### src/rtl/irq_ctrl_pkg.sv
// Shared register offsets, limits and types for the interrupt controller.
package irq_ctrl_pkg;

   localparam logic [1:0] REG_STATUS = 2'd0;
   localparam logic [1:0] REG_MASK   = 2'd1;
   localparam logic [1:0] REG_ID     = 2'd2;
   localparam logic [1:0] REG_CFG    = 2'd3;

   localparam int unsigned NSRC_MAX     = 8;
   localparam int unsigned ID_VALID_BIT = 7;

   typedef logic [2:0] irq_idx_t;

endpackage

### src/rtl/irq_ctrl_prio_enc.sv
// Lowest-index-first priority encoder; index 0 is the highest priority.
//  req_i     : request vector
//  valid_c_o : any request set (combinational)
//  idx_c_o   : lowest set index, 0 when none (combinational)
module irq_prio_enc
   import irq_ctrl_pkg::*;
#(
   parameter int unsigned NSRC = 4
) (
   input  logic [NSRC-1:0] req_i,
   output logic            valid_c_o,
   output irq_idx_t        idx_c_o
);

   // Scan from the top down so the lowest set index is written last.
   always_comb begin
      valid_c_o = |req_i;
      idx_c_o   = '0;
      for (int i = int'(NSRC) - 1; i >= 0; i--) begin
         if (req_i[i]) idx_c_o = irq_idx_t'(i);
      end
   end

endmodule

### src/rtl/irq_ctrl.sv
// Memory-mapped interrupt controller driving the CPU's single IRQ line.
// Source edges latch into pending bits, pending & mask drives irq, and the
// ID register reports the highest-priority enabled pending source.
//  clk, rst_n : clock, asynchronous active-low reset
//  src        : interrupt sources (synchronous to clk)
//  cs, we     : register select and write strobe
//  addr       : register offset (STATUS, MASK, ID, CFG)
//  wdata      : CPU write data
//  rdata      : registered read data
//  irq        : registered active-high interrupt request
// Optional feature: define IRQ_CTRL_LEVEL_EN for per-source level mode via CFG.
module irq_ctrl
   import irq_ctrl_pkg::*;
#(
   parameter int unsigned NSRC = 4
) (
   input  logic            clk,
   input  logic            rst_n,
   input  logic [NSRC-1:0] src,
   input  logic            cs,
   input  logic            we,
   input  logic [1:0]      addr,
   input  logic [7:0]      wdata,
   output logic [7:0]      rdata,
   output logic            irq
);

   logic [NSRC-1:0] src_q;
   logic [NSRC-1:0] pending_q, pending_d;
   logic [NSRC-1:0] mask_q, mask_d;
   logic [NSRC-1:0] cfg_q;
   logic [7:0]      rdata_q, rdata_d;
   logic            irq_q, irq_d;

   logic            id_valid;
   irq_idx_t        id_idx;
   logic [7:0]      id_val;
   logic [NSRC-1:0] set_ev;
   logic [NSRC-1:0] w1c;
   logic            wr_en, rd_en;
   logic            unused_wdata;

   // Upper write-data bits are ignored when NSRC < 8.
   assign unused_wdata = ^wdata;

   assign wr_en = cs & we;
   assign rd_en = cs & ~we;

   irq_prio_enc #(.NSRC(NSRC)) u_prio_enc (
      .req_i     (pending_q & mask_q),
      .valid_c_o (id_valid),
      .idx_c_o   (id_idx)
   );

   always_comb begin
      id_val               = '0;
      id_val[ID_VALID_BIT] = id_valid;
      id_val[2:0]          = id_idx;
   end

`ifdef IRQ_CTRL_LEVEL_EN
   logic [NSRC-1:0] cfg_d;

   // Level sources re-set pending every cycle they are high.
   assign set_ev = (src & ~src_q) | (src & cfg_q);

   always_comb begin
      cfg_d = cfg_q;
      if (wr_en && addr == REG_CFG) cfg_d = wdata[NSRC-1:0];
   end

   always_ff @(posedge clk or negedge rst_n) begin
      if (!rst_n) cfg_q <= '0;
      else        cfg_q <= cfg_d;
   end
`else
   assign set_ev = src & ~src_q;
   assign cfg_q  = '0;
`endif

   // Next-state: set events win over a simultaneous W1C.
   always_comb begin
      w1c       = '0;
      mask_d    = mask_q;
      rdata_d   = rdata_q;
      if (wr_en && addr == REG_STATUS) w1c    = wdata[NSRC-1:0];
      if (wr_en && addr == REG_MASK)   mask_d = wdata[NSRC-1:0];
      pending_d = (pending_q & ~w1c) | set_ev;
      irq_d     = |(pending_d & mask_d);
      if (rd_en) begin
         unique case (addr)
            REG_STATUS: rdata_d = 8'(pending_q);
            REG_MASK:   rdata_d = 8'(mask_q);
            REG_ID:     rdata_d = id_val;
            REG_CFG:    rdata_d = 8'(cfg_q);
            default:    rdata_d = '0;
         endcase
      end
   end

   // State registers; src_q resets high so sources already high at release are ignored.
   always_ff @(posedge clk or negedge rst_n) begin
      if (!rst_n) begin
         src_q     <= '1;
         pending_q <= '0;
         mask_q    <= '0;
         rdata_q   <= '0;
         irq_q     <= 1'b0;
      end else begin
         src_q     <= src;
         pending_q <= pending_d;
         mask_q    <= mask_d;
         rdata_q   <= rdata_d;
         irq_q     <= irq_d;
      end
   end

   assign rdata = rdata_q;
   assign irq   = irq_q;

endmodule
### config.mk
export PLATFORM = sky130hd
export DESIGN_NAME = irq_ctrl
export DESIGN_NICKNAME = d
export VERILOG_FILES = /design/src/rtl/irq_ctrl_pkg.sv /design/src/rtl/irq_ctrl_prio_enc.sv /design/src/rtl/irq_ctrl.sv
export SDC_FILE = /design/constraint.sdc
export NUM_CORES = 1
export LEC_CHECK = 0
export ABC_AREA = 1
export ABC_CLOCK_PERIOD_IN_PS = 2300
export CORE_MARGIN = 3
export CORE_UTILIZATION = 45
export DETAILED_ROUTE_END_ITERATION = 8
export PLACE_DENSITY = 0.75
export SKIP_CTS_REPAIR_TIMING = 1
export SLEW_MARGIN = 20
export SYNTH_ARGS = -nofsm -noshare
export SYNTH_HDL_FRONTEND = slang
export SYNTH_SLANG_ARGS = --single-unit
### constraint.sdc
create_clock -name clk -period 2.3 [get_ports clk]
set_clock_uncertainty 0.2 [all_clocks]
set_input_delay 0.46 -clock clk [delete_from_list [all_inputs] [get_ports clk]]
set_output_delay 0.46 -clock clk [all_outputs]
set_load 0.01 [all_outputs]
==> Word-level counts from Yosys, hierarchy flattened <==
Index checks and enable logic that the tools add are counted.
{ "op_classes": {"addsub": 0, "n_mul": 0, "div_mod_pow": 0, "order_cmp": 0, "eq_ne": 3, "shifts": 0, "muxes": 7, "bitwise_logic": 10, "reduce_logical": 5} }
{ "ops": {"columns": ["operator", "count"], "rows": [
  ["$pmux 8 s4", 1],
  ["$and 4x4->4", 4],
  ["$mux 2", 4],
  ["$mux 4", 2],
  ["$not 4->4", 2],
  ["$reduce_or 4->1", 2],
  ["$eq 2x2->1 const B", 2],
  ["$or 4x4->4", 1],
  ["$and 1x1->1", 2],
  ["$eq 2x1->1 const B", 1],
  ["$logic_and 1x1->1", 2],
  ["$logic_not 2->1", 1],
  ["$not 1->1", 1]
]} }
{ "totals": {"regBits": 21, "latch_bits": 0, "mem_bits_rw": 0, "mem_bits_ro": 0, "inputBits": 18, "output_inout_bits": 9, "mem_count": 0} }

==> Depth between registers and ports, before layout <==
Gate-level depths: netlist of the first run.
{ "depth": {"depth_word": 8, "depth_mapped": 9, "mapped_depth_nobuf": 9} }

==> By module <==
From an unflattened synthesis of the first run, not the netlist that was laid out.
{ "unflattened": {"hier_cells": 117, "hier_area_um2": 909.6} }
{ "modules_own_cells": {"columns": ["module", "n_inst", "cells_per_inst", "area_each_um2"], "rows": [
  ["irq_ctrl", 1, 106, 852.1],
  ["irq_prio_enc", 1, 11, 57.6]
]} }

==> Least setup slack after synthesis of the first run <==
OpenSTA, ideal clock, no wires.
{ "synth_timing": {"path_type": "input port to flip-flop", "start": "in cs", "end": "reg rdata_q[0] (netlist: rdata[0])", "setup_ps": 127, "arrival_time_ps": 1048, "required_ps": 1973, "slack_ps": 925, "cell_stages": 5, "n_path_buf": 0, "path_cell_list": "inv_1 nor2_1 inv_1 a21oi_1 a31oi_1"} }
{ "synth_between": {"elab_chain_cells": 1} }
{ "synth_lines": {"columns": ["element", "line_no", "text"], "rows": [
  ["from (decl)", "irq_ctrl.sv:20", "input logic cs,"],
  ["$and 1x1->1", "irq_ctrl.sv:47", "assign rd_en = cs & ~we;"],
  ["to (signal assigned)", "irq_ctrl.sv:113", "rdata_q <= rdata_d;"],
  ["to (decl)", "irq_ctrl.sv:32", "logic [7:0] rdata_q, rdata_d;"]
]} }
Every way passes these cells.
A chain may end at the register's enable or synchronous reset.

==> Final worst setup path of the first run <==
{ "layout_timing": {"start": "reg rdata_q[2] (netlist: rdata[2])", "end": "out rdata[2]"} }
{ "layout_rtl": {"columns": ["element", "line_no", "text"], "rows": [
  ["to (decl)", "irq_ctrl.sv:24", "output logic [7:0] rdata,"]
]} }
No word-level cell between the ends.

==> qor.yml, run 1 <==
route.detailed.drc: 0
slowest_delay_ps: 530
synth.avg_cell_area_sq_um: 8.05
die_h_um: 49.7
final_cells: 156
ant_nets: 0
synthTopCellsByArea: "dfrtp_1 41%, nand2_1 18%, dfstp_2 12%, nand3_1 4.7%, inv_1 4.4%"
start_util_pct: 48.8
routabilityCongestion: 0.877
ys_seq_area_share_pct: 52.9
finalSetupTns_ps: 0
powerDensity_mw_per_mm2: 684
max_freq_mhz: 543
worstPathArrival_ps: 1180
clock_path_buffers: 2
cp.required_ps: 1640
cts.htree.levels: 1
crit_buf_inv: 1
cpMaxStageDelayCell: "clkdlybuf4s50_1"
dp.cells: 152
cp-end-kind: "output pin"
drv_slew: 0
synth.distinct_cells: 16
via_per_inst: 4.75
cts-root-buf: "clkbuf_4"
synth_enable_flop_cells: 0
critPathLaunchType: "flop"
yosysWarningCount: 0
vias: 741
async_reset_ff_share_pct: 100
pin_count: 27
dr.pass1.iters: 4
insertion_delay_ps: 290
synthFlopType: "dfrtp_1"
grt_max_degree: 19
cap_violations: 0
synth.cell_area_sq_um: 861
grt_use_total_pct: 15.0
critPathTopFamily: "buffers and inverters"
drt-total-wl_um: 1630
peakVddDrop_uv: 379
p_leak_nw: 0.549
synth_cells: 107
globalRouteOverflowTotal: 0
drive_gt1_share_pct: 15.3
yosysMostFrequentCell: "nand2_1"
ys_top_cells_by_count: "42 x nand2_1, 14 x dfrtp_1, 10 x inv_1"
grt_pass1_wl_um: 2840
rows: 15
min_period_ps: 1840
rsz0062_at_grt: "no"
crit_chain: "clkdlybuf4s50_1"
finalCritPeriodShare_pct: 80.1
final_nets: 150
die_w_um: 49.7
grt_pass1_vias: 698
synth_top_area_share_pct: 40.7
drtIter0Drc: 12
crit_type: "flop to output pin"
hold_violations: 0
diodes: 0
core_sq_mm: 0.00176
antenna_found_initial: 0
syn_to_final_growth_pct: 29.9
port-buffer-count: 19
yosysTopAreaCell: "dfrtp_1"
clk_pin_slew_ps: 100
cts_tree: "yes"
setup_viol_count_final: 0
status: "completed"
hold_path_class: "primary input to asynchronous set/reset pin"
cts_buffers: 3
wl_per_cell_um: 10.4
die_area_sq_mm: 0.00247
numClockSinks: 18
place_hpwl_um: 1300
synth_seq_cells: 18
crit_fanout: 2
## per-layer routing
layer  up-vias  part of all wire (%)  GRT usage (%)
met5         -                     0              0
met4         0                  0.80           8.29
met3         2                   6.3           3.93
met2        32                    49           24.0
met1       332                    44           18.2
li1        375                     -              -
## stage by stage
step	hold WS [ps]	util, %	total power [mW]	area [sq um]	setup slack (ps)
after floorplan	-35.6	-	0.488	868	925
after global placement	274	61.3	0.572	1080	315
after detailed placement	292	61.3	0.578	1080	290
after CTS	286	63.4	0.773	1120	440
after global routing	277	63.4	0.815	1120	374
final	282	63.4	0.765	1120	457
## report_power, final
group          switching (mW)  internal (mW)
logic                  0.0969         0.0927
clock network          0.0972         0.0964
registers              0.0241          0.358
total                   0.218          0.547
## layout make-up
cell class                      instances  area (sq um)
Fill cell                             162           646
Sequential cell                        18           455
Multi-Input combinational cell         77           349
Timing Repair Buffer                   21           205
Inverter                               11          41.3
Clock buffer                            4          36.3
Tap cell                               25          31.3
## flip-flops by register name (all words and copies together), names as in the netlist
register,count
src_q,4
mask_q,4
rdata,5
pending_q,4
irq,1
## placed cells by master, fill, tap and decap left out
master,n
buf_4,2
dfstp_2,4
nor2_1,6
clkdlybuf4s50_1,19
inv_1,10
a21oi_1,5
conb_1,3
nand3_1,8
dfrtp_1,14
inv_2,1
nand2_1,42
nand2_2,5
a31oi_1,1
nand2_4,1
clkbuf_8,1
nor2_4,2
o21ai_0,3
nor2_2,1
clkbuf_4,3
## worst register-to-register path, stage by stage (launching register included)
cell	delay [ps]
dfstp_2	540
inv_1	30
nand2_1	40
nand2_1	70
nand2_1	70
nand2_1	50
inv_1	40
nand2_1	40
## path summary, 6_finish.rpt
path                            cells past startpoint  startpoint       end  slack (ps)
worst max-delay path                                1    rdata[2]  rdata[2]         460
worst max register to register                      7    src_q[3]       irq        1120
worst min-delay path                                2       rst_n  rdata[7]         280
worst min register to register                      2    rdata[7]  rdata[7]         300
max in group asynchronous                           2       rst_n  src_q[0]        1360
min in group clk                                    2    rdata[7]  rdata[7]         300
## kinds of logic after synthesis
| group | synth area share [%] |
|---|---|
| AO/OA/AOI/OAI | 5.38 |
| flip-flops | 52.9 |
| AND/OR/NAND/NOR | 33.9 |
| buffers and inverters | 7.41 |
| other | 0.436 |
(Power assumes the default switching activity.)
==> run 2: changes to the inputs <==
--- a/config.mk
+++ b/config.mk
@@ -6,11 +6,11 @@
 export NUM_CORES = 1
 export LEC_CHECK = 0
 export ABC_AREA = 1
-export ABC_CLOCK_PERIOD_IN_PS = 2300
+export ABC_CLOCK_PERIOD_IN_PS = 1700
 export CORE_MARGIN = 3
-export CORE_UTILIZATION = 45
+export CORE_UTILIZATION = 44
 export DETAILED_ROUTE_END_ITERATION = 8
-export PLACE_DENSITY = 0.75
+export PLACE_DENSITY = 0.73
 export SKIP_CTS_REPAIR_TIMING = 1
 export SLEW_MARGIN = 20
 export SYNTH_ARGS = -nofsm -noshare
==> constraint.sdc (replaced) <==
create_clock -name clk -period 1.7 [get_ports clk]
set_clock_uncertainty 0.2 [all_clocks]
set_input_delay 0.34 -clock clk [delete_from_list [all_inputs] [get_ports clk]]
set_output_delay 0.34 -clock clk [all_outputs]
set_load 0.01 [all_outputs]
==> qor.yml, run 2 (same netlist as run 1, synthesis figures left out) <==
die_h_um: 50.2
antenna_found_initial: 0
insertion_delay_ps: 290
crit_fanout: 4
drt-total-wl_um: 1810
fillers: 145
grt_pass1_wl_um: 3040
diodes: 0
place_ws_ps: -164
finalCritPeriodShare_pct: 92.2
drive_gt1_share_pct: 17.2
final_common_cell: "nand2_1"
cts-root-buf: "clkbuf_4"
cp.required_ps: 1700
worstPathArrival_ps: 1570
min_period_ps: 1570
grt_use_total_pct: 15.9
drtIter0Drc: 20
numClockSinks: 18
critPathLaunchType: "primary input"
via_per_inst: 4.72
layout_common_cells: "42 x nand2_1, 14 x dfrtp_1, 13 x clkdlybuf4s50_1"
wl_per_cell_um: 11.4
grt_max_degree: 19
design_area_sq_mm: 0.00116
rows: 15
place_hpwl_um: 1400
syn_to_final_growth_pct: 34.3
port-buffer-count: 19
p_leak_nw: 0.620
clockPowerShare_pct: 25.1
final_nets: 153
max_freq_mhz: 638
die_w_um: 50.2
route.detailed.drc: 0
drv_slew: 0
cap_violations: 0
rsz0062_at_grt: "no"
peakVddDrop_uv: 647
ant_nets: 0
setup_viol_count_final: 0
cts.htree.levels: 1
hold_violations: 0
hold_path_class: "primary input to asynchronous set/reset pin"
clk_pin_slew_ps: 100
fin_ws_ps: 133
pin_count: 27
power.internal_mw: 0.738
clock_path_buffers: 2
combPwrFrac_pct: 24.9
p_sw_mw: 0.299
start_util_pct: 48.3
powerDensity_mw_per_mm2: 897
routabilityCongestion: 0.871
fin_hold_ws_ps: 153
cts_tree: "yes"
placed_area_sq_mm: 0.00110
core_sq_mm: 0.00178
status: "completed"
grt_pass1_vias: 755
cts_buffers: 3
dr.pass1.iters: 4
vias: 750
power_frac_seq_pct: 49.9
crit_type: "primary input to flop"
fin_util_pct: 64.8
globalRouteOverflowTotal: 0
die_area_sq_mm: 0.00252
cp-end-kind: "flop"
largest_reg_flops: 5
power_switching_share_pct: 28.8
-- run 2: cell types whose count changed in the layout (fill, tap and decap cells not counted), sizes merged --
cell / change
clkdlybuf4s50: -6
dlymetal6s2s: +6
buf: +3
-- run 2: layout make-up --
class | count | area [sq um] | share of cell area, %
clock buffer | 4 | 36.3 | 3.14
inverter | 11 | 41.3 | 3.57
multi-input combinational | 77 | 349 | 30.2
sequential | 18 | 455 | 39.4
tap | 25 | 31.3 | 2.71
timing repair buffer | 24 | 243 | 21.0
-- run 2: worst max-delay path, cell delays in order --
cell	delay, ps
clkdlybuf4s50_1	600
inv_2	80
nor2_4	130
nand2_4	70
nand2_1	80
nand2_2	60
nand2_1	60
nand2_1	50
inv_1	40
nand2_1	50
-- run 2: power by group through the flow --
stage          Clock (mW)  Sequential, mW  Combinational (mW)
2_1_floorplan           0           0.532               0.129
3_3_place_gp            0           0.523               0.256
3_5_place_dp            0           0.527               0.263
4_1_cts             0.273           0.520               0.266
5_1_grt             0.289           0.526               0.287
6_report            0.261           0.518               0.258
-- run 2: final timing paths --
check,startpoint,to,slack (ps),cells past startpoint
max in group asynchronous,rst_n,src_q[1],880,2
worst max register to register,src_q[3],irq,520,7
worst min-delay path,rst_n,rdata[0],150,2
min in group clk,src[3],src_q[3],260,1
worst max-delay path,addr[0],irq,130,10
worst min register to register,rdata[7],rdata[7],290,2
-- run 2: through the flow --
stage,cells,setup TNS (ps),total power [mW]
6_report,159,0,1.04
3_3_place_gp,155,-354,0.779
4_1_cts,159,-213,1.06
2_1_floorplan,109,0,0.661
3_5_place_dp,155,-515,0.791
5_1_grt,159,0,1.10
-- run 2: metal layers --
layer | up-vias | routed length, um | GRT usage, %
met5 | - | 0 | 0
met3 | 6 | 94 | 2.97
met1 | 337 | 755 | 18.2
li1 | 383 | - | -
met2 | 24 | 914 | 26.7
met4 | 0 | 44 | 10.6
==> run 3: changes to the inputs <==
--- a/config.mk
+++ b/config.mk
@@ -6,11 +6,11 @@
 export NUM_CORES = 1
 export LEC_CHECK = 0
 export ABC_AREA = 1
-export ABC_CLOCK_PERIOD_IN_PS = 1700
+export ABC_CLOCK_PERIOD_IN_PS = 1950
 export CORE_MARGIN = 3
-export CORE_UTILIZATION = 44
+export CORE_UTILIZATION = 45
 export DETAILED_ROUTE_END_ITERATION = 8
-export PLACE_DENSITY = 0.73
+export PLACE_DENSITY = 0.75
 export SKIP_CTS_REPAIR_TIMING = 1
 export SLEW_MARGIN = 20
 export SYNTH_ARGS = -nofsm -noshare
==> constraint.sdc (replaced) <==
create_clock -name clk -period 1.95 [get_ports clk]
set_clock_uncertainty 0.2 [all_clocks]
set_input_delay 0.39 -clock clk [delete_from_list [all_inputs] [get_ports clk]]
set_output_delay 0.39 -clock clk [all_outputs]
set_load 0.01 [all_outputs]
==> qor.yml, run 3 (same netlist as run 1, synthesis figures left out) <==
die_h_um: 49.7
drive_gt1_share_pct: 16.5
largest_reg_flops: 5
slowest_delay_ps: 530
critPathLaunchType: "flop"
peakVddDrop_uv: 475
placed_area_sq_mm: 0.00110
hold_path_class: "primary input to asynchronous set/reset pin"
setup_viol_count_final: 0
clockPowerShare_pct: 25.4
status: "completed"
ant_nets: 0
pin_count: 27
grt_pass1_wl_um: 2910
layout_common_cells: "42 x nand2_1, 19 x clkdlybuf4s50_1, 14 x dfrtp_1"
min_period_ps: 1780
wl_met3_um: 71
m1WireLength_um: 760
design_area_sq_mm: 0.00113
power.internal_mw: 0.648
hold_violations: 0
power_frac_seq_pct: 49.8
drt-total-wl_um: 1620
routabilityCongestion: 0.864
rsz0062_at_grt: "no"
grt_use_total_pct: 15.2
worstPathArrival_ps: 1190
crit_type: "flop to output pin"
clk_pin_slew_ps: 100
cap_violations: 0
combPwrFrac_pct: 24.9
die_area_sq_mm: 0.00247
globalRouteOverflowTotal: 0
final_common_cell: "nand2_1"
p_leak_nw: 0.559
r2r_start: "src_q[3]"
antenna_found_initial: 0
p_sw_mw: 0.257
wl_met2_um: 757
port-buffer-count: 19
final_nets: 152
power_switching_share_pct: 28.4
max_freq_mhz: 562
cts.htree.levels: 1
crit_buf_inv: 1
core_sq_mm: 0.00176
start_util_pct: 48.8
crit_fanout: 2
cp.required_ps: 1360
cts_buffers: 3
drv_slew: 0
diodes: 0
insertion_delay_ps: 290
die_w_um: 49.7
regToRegSetupSlack_ps: 760
cts-root-buf: "clkbuf_4"
crit_chain: "clkdlybuf4s50_1"
wl_per_cell_um: 10.3
syn_to_final_growth_pct: 31.7
cpMaxStageDelayCell: "clkdlybuf4s50_1"
grt_pass1_vias: 672
finalSetupTns_ps: 0
finalCritPeriodShare_pct: 91.2
powerDensity_mw_per_mm2: 799
highest_layer: "met4"
cp-end-kind: "output pin"
cts_tree: "yes"
vias: 701
dr.pass1.iters: 4
drtIter0Drc: 13
critPathTopFamily: "buffers and inverters"
grt_max_degree: 19
clock_path_buffers: 2
route.detailed.drc: 0
via_per_inst: 4.44
crit_start: "rdata[7]"
rows: 15
place_hpwl_um: 1310
numClockSinks: 18
-- run 3: changes by cell type in the layout (fill, tap and decap cells not counted) --
cell	previous run	this run
dlymetal6s2s_1	6	0
buf_4	5	4
clkdlybuf4s50_1	13	19
-- run 3: routing by layer --
metal  GRT usage (%)  up-vias
li1                -      375
met5               0        -
met2            24.9       19
met4            6.91        0
met3            2.11        5
met1            19.7      302
-- run 3: through the flow --
| stage | setup slack (ps) | instances | util [%] | hold WS (ps) | total power [mW] |
|---|---|---|---|---|---|
| global route | 107 | 158 | 64.3 | 215 | 0.966 |
| CTS | 158 | 158 | 64.3 | 213 | 0.911 |
| finish | 171 | 158 | 64.3 | 204 | 0.905 |
| global placement | 79.7 | 154 | 62.2 | 274 | 0.678 |
| detailed placement | 50.3 | 154 | 62.2 | 310 | 0.684 |
| floorplan | 645 | 109 | - | -106 | 0.576 |
-- run 3: cell type report --
cell class / instances / area, sq um
clock buffer: 4 / 36.3
inverter: 11 / 41.3
fill: 162 / 631
sequential: 18 / 455
timing repair buffer: 23 / 220
tap: 25 / 31.3
multi-input combinational: 77 / 349
-- run 3: power by group through the flow --
stage	combinational (mW)	clock [mW]	sequential, mW
floorplan	0.112	0	0.464
global placement	0.222	0	0.456
detailed placement	0.226	0	0.457
CTS	0.228	0.233	0.450
global route	0.255	0.253	0.458
finish	0.225	0.230	0.450
-- run 3: final timing paths --
kind,endpoint,cells after the start
setup / recovery,rdata[7],1
hold / removal,rdata[0],2
setup reg to reg,irq,7
hold reg to reg,rdata[7],2
max in group asynchronous,src_q[0],2
min in group clk,src_q[3],1
